`src/rtl/vdac_sar_ctrl_if.sv`:
```
// Signal bundle between the SAR controller and its request/comparator side.
// Start and abort are level-sampled requests. o_valid is a one-cycle strobe with no ready; o_result is new on that cycle.
interface vdac_sar_ctrl_if #(
    parameter int BITWIDTH = 6
);
    logic                i_start;
    logic                i_abort;
    logic                i_comp;
    logic [BITWIDTH-1:0] o_dac_data;
    logic                o_dac_enable;
    logic                o_busy;
    logic                o_valid;
    logic [BITWIDTH-1:0] o_result;
    logic [1:0]          o_state;

    modport slave (
        input  i_start, i_abort, i_comp,
        output o_dac_data, o_dac_enable, o_busy, o_valid, o_result, o_state
    );

    modport master (
        output i_start, i_abort, i_comp,
        input  o_dac_data, o_dac_enable, o_busy, o_valid, o_result, o_state
    );
endinterface

```
`src/rtl/vdac_sar_ctrl.sv`:
```
// Successive-approximation sequencer for the temp-sensor vdac and external comparator.
// Each trial bit is held for SETTLE_CYCLES, then decided from the synchronised comparator.
module vdac_sar_ctrl #(
    parameter int BITWIDTH      = 6,
    parameter int SETTLE_CYCLES = 4
) (
    input  logic              i_clk,
    input  logic              i_rst_n,
    vdac_sar_ctrl_if.slave    bus
);
    localparam int KW = (BITWIDTH > 1) ? $clog2(BITWIDTH) : 1;

    localparam logic [1:0] ST_IDLE   = 2'd0;
    localparam logic [1:0] ST_SETTLE = 2'd1;
    localparam logic [1:0] ST_SAMPLE = 2'd2;
    localparam logic [1:0] ST_DONE   = 2'd3;

    localparam logic [BITWIDTH-1:0] MSB_CODE = {1'b1, {(BITWIDTH-1){1'b0}}};
    localparam logic [7:0]          CNT_LAST = 8'(SETTLE_CYCLES - 1);
    localparam logic [KW-1:0]       K_TOP    = KW'(BITWIDTH - 1);

    logic [1:0]          state;
    logic [KW-1:0]       k;
    logic [7:0]          cnt;
    logic                comp_meta;
    logic                comp_s;
    logic [BITWIDTH-1:0] dac_data;
    logic                dac_enable;
    logic                busy;
    logic                valid;
    logic [BITWIDTH-1:0] result;
    logic [BITWIDTH-1:0] sample_code;

    // comp_s=1 means the trial is too high, so drop bit k; then arm the next lower bit.
    always_comb begin
        sample_code = dac_data;
        if (comp_s) begin
            sample_code[k] = 1'b0;
        end
        if (k != '0) begin
            sample_code[k - KW'(1)] = 1'b1;
        end
    end

    always_ff @(posedge i_clk) begin
        if (!i_rst_n) begin
            state      <= ST_IDLE;
            k          <= '0;
            cnt        <= '0;
            comp_meta  <= 1'b0;
            comp_s     <= 1'b0;
            dac_data   <= '0;
            dac_enable <= 1'b0;
            busy       <= 1'b0;
            valid      <= 1'b0;
            result     <= '0;
        end else begin
            comp_meta <= bus.i_comp;
            comp_s    <= comp_meta;
            valid     <= 1'b0;
            if (bus.i_abort) begin
                state      <= ST_IDLE;
                k          <= '0;
                cnt        <= '0;
                dac_data   <= '0;
                dac_enable <= 1'b0;
                busy       <= 1'b0;
            end else begin
                case (state)
                    ST_IDLE: begin
                        if (bus.i_start) begin
                            state      <= ST_SETTLE;
                            dac_data   <= MSB_CODE;
                            k          <= K_TOP;
                            cnt        <= '0;
                            busy       <= 1'b1;
                            dac_enable <= 1'b1;
                        end
                    end
                    ST_SETTLE: begin
                        cnt <= cnt + 8'd1;
                        if (cnt == CNT_LAST) begin
                            state <= ST_SAMPLE;
                        end
                    end
                    ST_SAMPLE: begin
                        if (k != '0) begin
                            dac_data <= sample_code;
                            k        <= k - KW'(1);
                            cnt      <= '0;
                            state    <= ST_SETTLE;
                        end else begin
                            dac_data <= sample_code;
                            result   <= sample_code;
                            valid    <= 1'b1;
                            state    <= ST_DONE;
                        end
                    end
                    default: begin
                        state      <= ST_IDLE;
                        busy       <= 1'b0;
                        dac_enable <= 1'b0;
                    end
                endcase
            end
        end
    end

    assign bus.o_dac_data   = dac_data;
    assign bus.o_dac_enable = dac_enable;
    assign bus.o_busy       = busy;
    assign bus.o_valid      = valid;
    assign bus.o_result     = result;
    assign bus.o_state      = state;
endmodule

```
`src/flat_wrapper.sv`:
```
// flat-port wrapper written by rule: the top's interface ports become plain ports
module vdac_sar_ctrl_flat 
#(
    parameter int BITWIDTH      = 6,
    parameter int SETTLE_CYCLES = 4
)
  (i_clk, i_rst_n, bus_i_start, bus_i_abort, bus_i_comp, bus_o_dac_data, bus_o_dac_enable, bus_o_busy, bus_o_valid, bus_o_result, bus_o_state);
  vdac_sar_ctrl_if #(.BITWIDTH(BITWIDTH)) bus_i ();
  input  logic i_clk;
  input  logic i_rst_n;
  input wire logic [$bits(bus_i.i_start)-1:0] bus_i_start;
  input wire logic [$bits(bus_i.i_abort)-1:0] bus_i_abort;
  input wire logic [$bits(bus_i.i_comp)-1:0] bus_i_comp;
  output wire logic [$bits(bus_i.o_dac_data)-1:0] bus_o_dac_data;
  output wire logic [$bits(bus_i.o_dac_enable)-1:0] bus_o_dac_enable;
  output wire logic [$bits(bus_i.o_busy)-1:0] bus_o_busy;
  output wire logic [$bits(bus_i.o_valid)-1:0] bus_o_valid;
  output wire logic [$bits(bus_i.o_result)-1:0] bus_o_result;
  output wire logic [$bits(bus_i.o_state)-1:0] bus_o_state;
  assign bus_i.i_start = bus_i_start;
  assign bus_i.i_abort = bus_i_abort;
  assign bus_i.i_comp = bus_i_comp;
  assign bus_o_dac_data = bus_i.o_dac_data;
  assign bus_o_dac_enable = bus_i.o_dac_enable;
  assign bus_o_busy = bus_i.o_busy;
  assign bus_o_valid = bus_i.o_valid;
  assign bus_o_result = bus_i.o_result;
  assign bus_o_state = bus_i.o_state;
  vdac_sar_ctrl #(.BITWIDTH(BITWIDTH), .SETTLE_CYCLES(SETTLE_CYCLES)) u_core (.i_clk(i_clk), .i_rst_n(i_rst_n), .bus(bus_i));
endmodule
```
`config.mk`:
```
export PLATFORM = sky130hd
export DESIGN_NAME = vdac_sar_ctrl_flat
export DESIGN_NICKNAME = d
export VERILOG_FILES = /design/src/rtl/vdac_sar_ctrl_if.sv /design/src/rtl/vdac_sar_ctrl.sv /design/src/flat_wrapper.sv
export SDC_FILE = /design/constraint.sdc
export NUM_CORES = 1
export LEC_CHECK = 0
export ABC_CLOCK_PERIOD_IN_PS = 2300
export CAP_MARGIN = 30
export CELL_PAD_IN_SITES_DETAIL_PLACEMENT = 1
export CELL_PAD_IN_SITES_GLOBAL_PLACEMENT = 1
export CORE_ASPECT_RATIO = 2
export CORE_MARGIN = 2
export CORE_UTILIZATION = 35
export CTS_CLUSTER_SIZE = 30
export DETAILED_ROUTE_END_ITERATION = 10
export PLACE_DENSITY_LB_ADDON = 0.1
export SYNTH_ARGS = -nofsm -noshare
export SYNTH_HDL_FRONTEND = slang
export SYNTH_SLANG_ARGS = --single-unit
```
`constraint.sdc`:
```
create_clock -name i_clk -period 2.3 [get_ports i_clk]
set_input_delay 0.46 -clock i_clk [delete_from_list [all_inputs] [get_ports i_clk]]
set_output_delay 0.46 -clock i_clk [all_outputs]
set_load 0.05 [all_outputs]
```
==> results.sh, run 1 <==
export IMPL_fp_coreArea_mm2=0.00380
export IMPL_area_growth_pct=30.4
export IMPL_cts_made_buffers=5
export IMPL_firstDrtPassIters=4
export IMPL_yosysWarnings=0
export IMPL_antenna_cells=0
export IMPL_synthMostInstantiatedCell="dfxtp_1"
export IMPL_switchingPower_mw=0.333
export IMPL_nFillCells=463
export IMPL_crit_type="reg -> reg"
export IMPL_portBuffers=21
export IMPL_synth_area_top_cells="dfxtp_1, o21ai_0, ha_1"
export IMPL_cp_arrival_ps=2230
export IMPL_route_detailed_drc=0
export IMPL_synth_ff_type="dfxtp_1"
export IMPL_p_seq_share_pct=41.5
export IMPL_synthTopCellsByCount="dfxtp_1, o21ai_0, nand2_1"
export IMPL_timing_fmax_mhz=480
export IMPL_path_buf_inv=1
export IMPL_synth_area_mux_share_pct=0
export IMPL_yosys_area_share_xor_xnor_pct=1.91
export IMPL_ys_seq_elements=29
export IMPL_synthSimpleGateAreaFrac_pct=24.3
export IMPL_start_kind="register"
export IMPL_cts_buffer_depth=2
export IMPL_required_ps=2450
export IMPL_dp_hpwl_mm=3.09
export IMPL_post_cts_setup_buffers=0
export IMPL_hp_class="reg -> reg"
export IMPL_setup_violations=0
export IMPL_die_w_um=48.4
export IMPL_cts_tree="built"
export IMPL_drive_above_1_share_pct=8.76
export IMPL_ios=22
export IMPL_cp_max_fo=8
export IMPL_routedWlPerCell_um=15.9
export IMPL_avgSynthCellArea_um2=8.45
export IMPL_yosysUniqueCellTypes=37
export IMPL_utilization_pct=47.2
export IMPL_grt_ovfl_total=0
export IMPL_cpMaxStageDelayCell="o21ai_0"
export IMPL_drt_initial_drc_count=19
export IMPL_setup_tns_ps=0
export IMPL_cts_num_sinks=29
export IMPL_yosysTopAreaCell="dfxtp_1"
export IMPL_clk_pin_slew_ps=70
export IMPL_dieArea_mm2=0.00448
export IMPL_insertion_delay_ps=280
export IMPL_grt_pass1_wl_mm=6.40
export IMPL_cts_resized=0
export IMPL_synth_edff_count=0
export IMPL_place_congestion=0.895
export IMPL_syn_inst=163
export IMPL_pwr_share_clk_pct=44.5
export IMPL_ant_nets=0
export IMPL_endpoint_kind="register"
export IMPL_vias_per_cell=5.31
export IMPL_critPathTopFamily="compound AO/OA/AOI/OAI gates"
export IMPL_synth_top_family_by_area="simple AND/OR/NAND/NOR gates"
export IMPL_relSlewSlack_pct=56.8
export IMPL_maxSlewViolCount=0
export IMPL_power_density_mw_per_mm2=703
export IMPL_p_leak_nw=0.623
export IMPL_rsz0062_at_grt="false"
export IMPL_root_buffer="clkbuf_8"
export IMPL_synthAdderAreaFrac_pct=6.36
export IMPL_crit_path_max_incr_delay_ps=540
export IMPL_ctsHoldBuffers=0
export IMPL_fp_dieH_um=92.7
export IMPL_grt_pass1_vias=1367
export IMPL_swShare_pct=26.4
export IMPL_fin_crit_ps=2080
export IMPL_track_usage_pct=18.7
export IMPL_status="completed"
export IMPL_synth_area_mm2=0.00138
export IMPL_yosysSeqAreaShare_pct=42.1
export IMPL_vdd_drop_max_mv=0.529
export IMPL_worst_pin_slew_ps=641
export IMPL_grt_max_degree=11
export IMPL_synthArstFlopShare_pct=0
export IMPL_wirelength_mm=3.90
export IMPL_p_int_mw=0.929
export IMPL_nNetsFinal=205
export IMPL_fin_worst_skew_ps=5.45
export IMPL_timing_final_hold_violations=0
export IMPL_syn_nets=175
export IMPL_worstPathCellList="clkinv_1 > ha_1 > ha_1 > nand2_1 > o211ai_1 > o21ai_0 > nor2_1"
export IMPL_synth_compound_area_share_pct=21.9
export IMPL_design_power_total_mw=1.26
export IMPL_cap_violations=0
export IMPL_yosysTopAreaCellShare_pct=42.1
export IMPL_antenna_found_initial=0
export IMPL_vias=1301
export IMPL_fin_crit_sh_pct=90.6
export IMPL_power_frac_comb_pct=14.0
export IMPL_initial_utilization_pct=36.2
export IMPL_rows=32
export IMPL_cts_htree_levels=2
export IMPL_cpMostUsedCell="ha_1"
-- cells in the final DEF, fill, tap and decap left out, drive strengths merged, types with 2 or more instances in the layout --
master	instances
and2	5
inv	6
clkbuf	6
nor2b	3
nor2	10
nor3	3
xor2	3
clkdlybuf4s50	21
nand2b	4
o31ai	2
a21oi	10
dfxtp	29
a211oi	3
buf	6
and4	2
o21ai	23
nand3	3
o21a	5
nand2	18
and3	2
or3	4
nand4	5
ha	7
-- sequential cells by signal, summed over array words and instances, names as in the netlist, 2 cells and up --
register / cells
u_core.k: 3
u_core.cnt: 8
u_core.bus.o_result: 6
u_core.bus.o_dac_data: 6
u_core.bus.o_state: 2
-- final cells by class --
class,instances,area (µm²),share of cell area [%]
clock buffers,6,82.6,4.60
clock inverters,2,37.5,2.09
inverters,7,26.3,1.46
multi-input cells,123,751,41.8
flip-flops and latches,29,581,32.3
well taps,51,63.8,3.55
repair buffers,27,255,14.2
-- worst paths after layout --
check,from,to,slack [ps],cells after the start
min,u_core.bus.o_result[4],u_core.bus.o_result[4],460,2
max reg2reg,u_core.k[0],u_core.cnt[4],220,7
min reg2reg,u_core.bus.o_result[4],u_core.bus.o_result[4],460,2
max,u_core.k[0],u_core.cnt[4],220,7
-- worst min-delay path, delay by kind of cell, from the launching register on --
family          cells  cell delay [ps]
compound gates      1               60
simple gates        1               40
flops               1              330
-- cells by family (layout without fill, tap and decap cells) --
group / Yosys count / count (layout)
compound gates: 50 / 50
xor+xnor: 3 / 3
fa+ha+maj: 7 / 7
buf+inv: 11 / 42
flops: 29 / 29
simple gates: 63 / 63
-- power by group through the flow --
| stage | sequential, mW | combinational [mW] | clock (mW) |
|---|---|---|---|
| 4_1_cts | 0.524 | 0.179 | 0.570 |
| 3_5_place_dp | 0.535 | 0.178 | 0 |
| 5_1_grt | 0.525 | 0.196 | 0.590 |
| 6_report | 0.524 | 0.177 | 0.561 |
| 3_3_place_gp | 0.534 | 0.174 | 0 |
| 2_1_floorplan | 0.551 | 0.0936 | 0 |
-- metal layers --
layer / wire length, µm / global-route usage (%) / up-vias
met4: 76 / 7.14 / 0
met3: 67 / 3.39 / 6
li1: - / - / 648
met1: 1390 / 16.3 / 635
met5: 0 / 0 / -
met2: 2360 / 39.7 / 12
-- metrics by stage --
step                hold slack, ps  std cells  cell area [µm²]  worst slack [ps]
floorplan                      412        163             1380              46.3
global placement               441        237             1680               296
detailed placement             448        237             1680               231
CTS                            465        245             1800               216
global route                   492        245             1800              19.3
finish                         456        245             1800               215
Note: power is estimated with default switching activity, not from simulation.
==> run 2, diff against run 1 <==
--- a/config.mk
+++ b/config.mk
@@ -10,11 +10,10 @@
 export CELL_PAD_IN_SITES_DETAIL_PLACEMENT = 1
 export CELL_PAD_IN_SITES_GLOBAL_PLACEMENT = 1
 export CORE_ASPECT_RATIO = 2
-export CORE_MARGIN = 2
 export CORE_UTILIZATION = 35
 export CTS_CLUSTER_SIZE = 30
 export DETAILED_ROUTE_END_ITERATION = 10
-export PLACE_DENSITY_LB_ADDON = 0.1
+export PLACE_DENSITY_LB_ADDON = 0.08
 export SYNTH_ARGS = -nofsm -noshare
 export SYNTH_HDL_FRONTEND = slang
 export SYNTH_SLANG_ARGS = --single-unit
==> run 2 against run 1 <==
Critical path type unchanged. Critical path depth fell by 2. Global-route usage rose by 2.8 points. Via count did not move. Total power fell by 7.4%. Worst hold slack improved by 5.7 ps. First-iteration DRC count fell by 26%. Largest cell class unchanged. Die area fell by 6.2%. Flip-flop and latch count did not move.
==> results.sh, run 2 (synthesized netlist as in run 1, its figures left out) <==
export IMPL_fp_dieH_um=90.7
export IMPL_hp_class="reg -> reg"
export IMPL_dp_hpwl_mm=3.22
export IMPL_rsz0062_at_grt="false"
export IMPL_vias_per_cell=5.33
export IMPL_cp_arrival_ps=2230
export IMPL_pre_cts_slack_ps=209
export IMPL_worst_pin_slew_ps=631
export IMPL_timing_fmax_mhz=483
export IMPL_root_buffer="clkbuf_8"
export IMPL_worstHoldEndpoint="u_core.bus.o_result[2]"
export IMPL_route_detailed_drc=0
export IMPL_r2r_cells=5
export IMPL_rows=31
export IMPL_post_cts_setup_buffers=0
export IMPL_grt_ovfl_total=0
export IMPL_holdPathStages=2
export IMPL_place_congestion=0.871
export IMPL_ant_nets=0
export IMPL_timing_rr_start="u_core.cnt[0]"
export IMPL_vias=1301
export IMPL_p_leak_nw=0.625
export IMPL_regMostFlops="u_core.cnt"
export IMPL_utilization_pct=48.4
export IMPL_track_usage_pct=21.5
export IMPL_routedWlPerCell_um=16.4
export IMPL_clk_pin_slew_ps=70
export IMPL_insertion_delay_ps=280
export IMPL_die_w_um=46.4
export IMPL_status="completed"
export IMPL_design_area_mm2=0.00178
export IMPL_antenna_found_initial=0
export IMPL_cap_violations=0
export IMPL_rrSetupSlack_ps=230
export IMPL_fin_crit_sh_pct=89.9
export IMPL_grt_pass1_vias=1404
export IMPL_vdd_drop_max_mv=0.423
export IMPL_nNetsFinal=206
export IMPL_post_dp_cell_area_mm2=0.00168
export IMPL_fp_coreArea_mm2=0.00368
export IMPL_wirelength_mm=3.99
export IMPL_grt_pass1_wl_mm=6.54
export IMPL_layout_setup_ws_ps=231
export IMPL_cts_num_sinks=29
export IMPL_final_cell_mix="dfxtp_1, o21ai_0, clkdlybuf4s50_1"
export IMPL_startpoint="u_core.cnt[0]"
export IMPL_crit_type="reg -> reg"
export IMPL_cts_htree_levels=2
export IMPL_ctsHoldBuffers=0
export IMPL_area_growth_pct=29.4
export IMPL_portBuffers=21
export IMPL_drt_initial_drc_count=14
export IMPL_cts_buffer_depth=2
export IMPL_timing_final_hold_violations=0
export IMPL_dieArea_mm2=0.00421
export IMPL_initial_utilization_pct=37.4
export IMPL_start_kind="register"
export IMPL_holdWs_ps=462
export IMPL_nFillCells=464
export IMPL_firstDrtPassIters=3
export IMPL_relSlewSlack_pct=57.5
export IMPL_layout_commonest_cell="dfxtp_1"
export IMPL_endpoint_kind="register"
export IMPL_maxSlewViolCount=0
export IMPL_cp_max_fo=5
export IMPL_cts_resized=0
export IMPL_grt_max_degree=10
export IMPL_worstHoldStart="u_core.bus.o_result[2]"
export IMPL_drive_above_1_share_pct=9.23
export IMPL_reg2reg_to="u_core.bus.o_state[1]"
export IMPL_fin_crit_ps=2070
export IMPL_largest_reg_flops=8
export IMPL_required_ps=2460
export IMPL_ios=22
export IMPL_setup_violations=0
export IMPL_fin_worst_skew_ps=6.22
export IMPL_power_density_mw_per_mm2=656
export IMPL_setup_tns_ps=0
export IMPL_cts_made_buffers=5
export IMPL_antenna_cells=0
export IMPL_cts_tree="built"
run 2: cell count changes in the layout (fill, tap and decap cells not counted), sizes merged:
cell,delta
clkbuf,+1
bufinv,-1
buf,+1
clkinvlp,-1
clkinv,+1
run 2: cell type report:
type                       instances  area (µm²)  share of cell area, %
multi-input combinational        123         751                   42.1
sequential                        29         581                   32.6
timing repair buffer              28         263                   14.7
clock buffer                       7        96.3                   5.40
tap                               49        61.3                   3.44
inverter                           7        26.3                   1.47
clock inverter                     1        5.00                  0.281
run 2: report_power, final:
group	switching, mW	total (mW)	leakage [nW]	internal (mW)
Clock	0.197	0.467	0.0542	0.270
Combinational	0.113	0.178	0.336	0.0656
Sequential	0.0107	0.524	0.235	0.513
Total	0.320	1.17	0.625	0.848
run 2: worst max-delay path, cell delays in order (launching register included):
cell and delay [ps]:
dfxtp_1 400, ha_1 240, or4b_1 520, a2111o_1 470, a211oi_1 230, a211oi_1 80
run 2: routing by layer:
layer  track usage [%]  routed length, µm  vias up
li1                  -                  -      651
met1              20.2               1400      626
met2              40.6               2430       17
met3              4.20                 78        7
met4              8.33                 85        0
met5                 0                  0        -
run 2: how the worst max path moves through the flow:
stage | to | slack, ps | cells after the start
final | u_core.bus.o_state[1] | 230 | 5
after global routing | u_core.cnt[3] | 30 | 7
after CTS | u_core.cnt[4] | 210 | 7
after detailed placement | u_core.cnt[4] | 210 | 5
after global placement | u_core.cnt[3] | 310 | 5
after floorplan | u_core.cnt[2] | 50 | 8
run 2: metrics by stage:
| stage | power [mW] | cells |
|---|---|---|
| after floorplan | 0.645 | 163 |
| after global placement | 0.710 | 236 |
| after detailed placement | 0.714 | 236 |
| after CTS | 1.19 | 244 |
| after global routing | 1.22 | 244 |
| final | 1.17 | 244 |
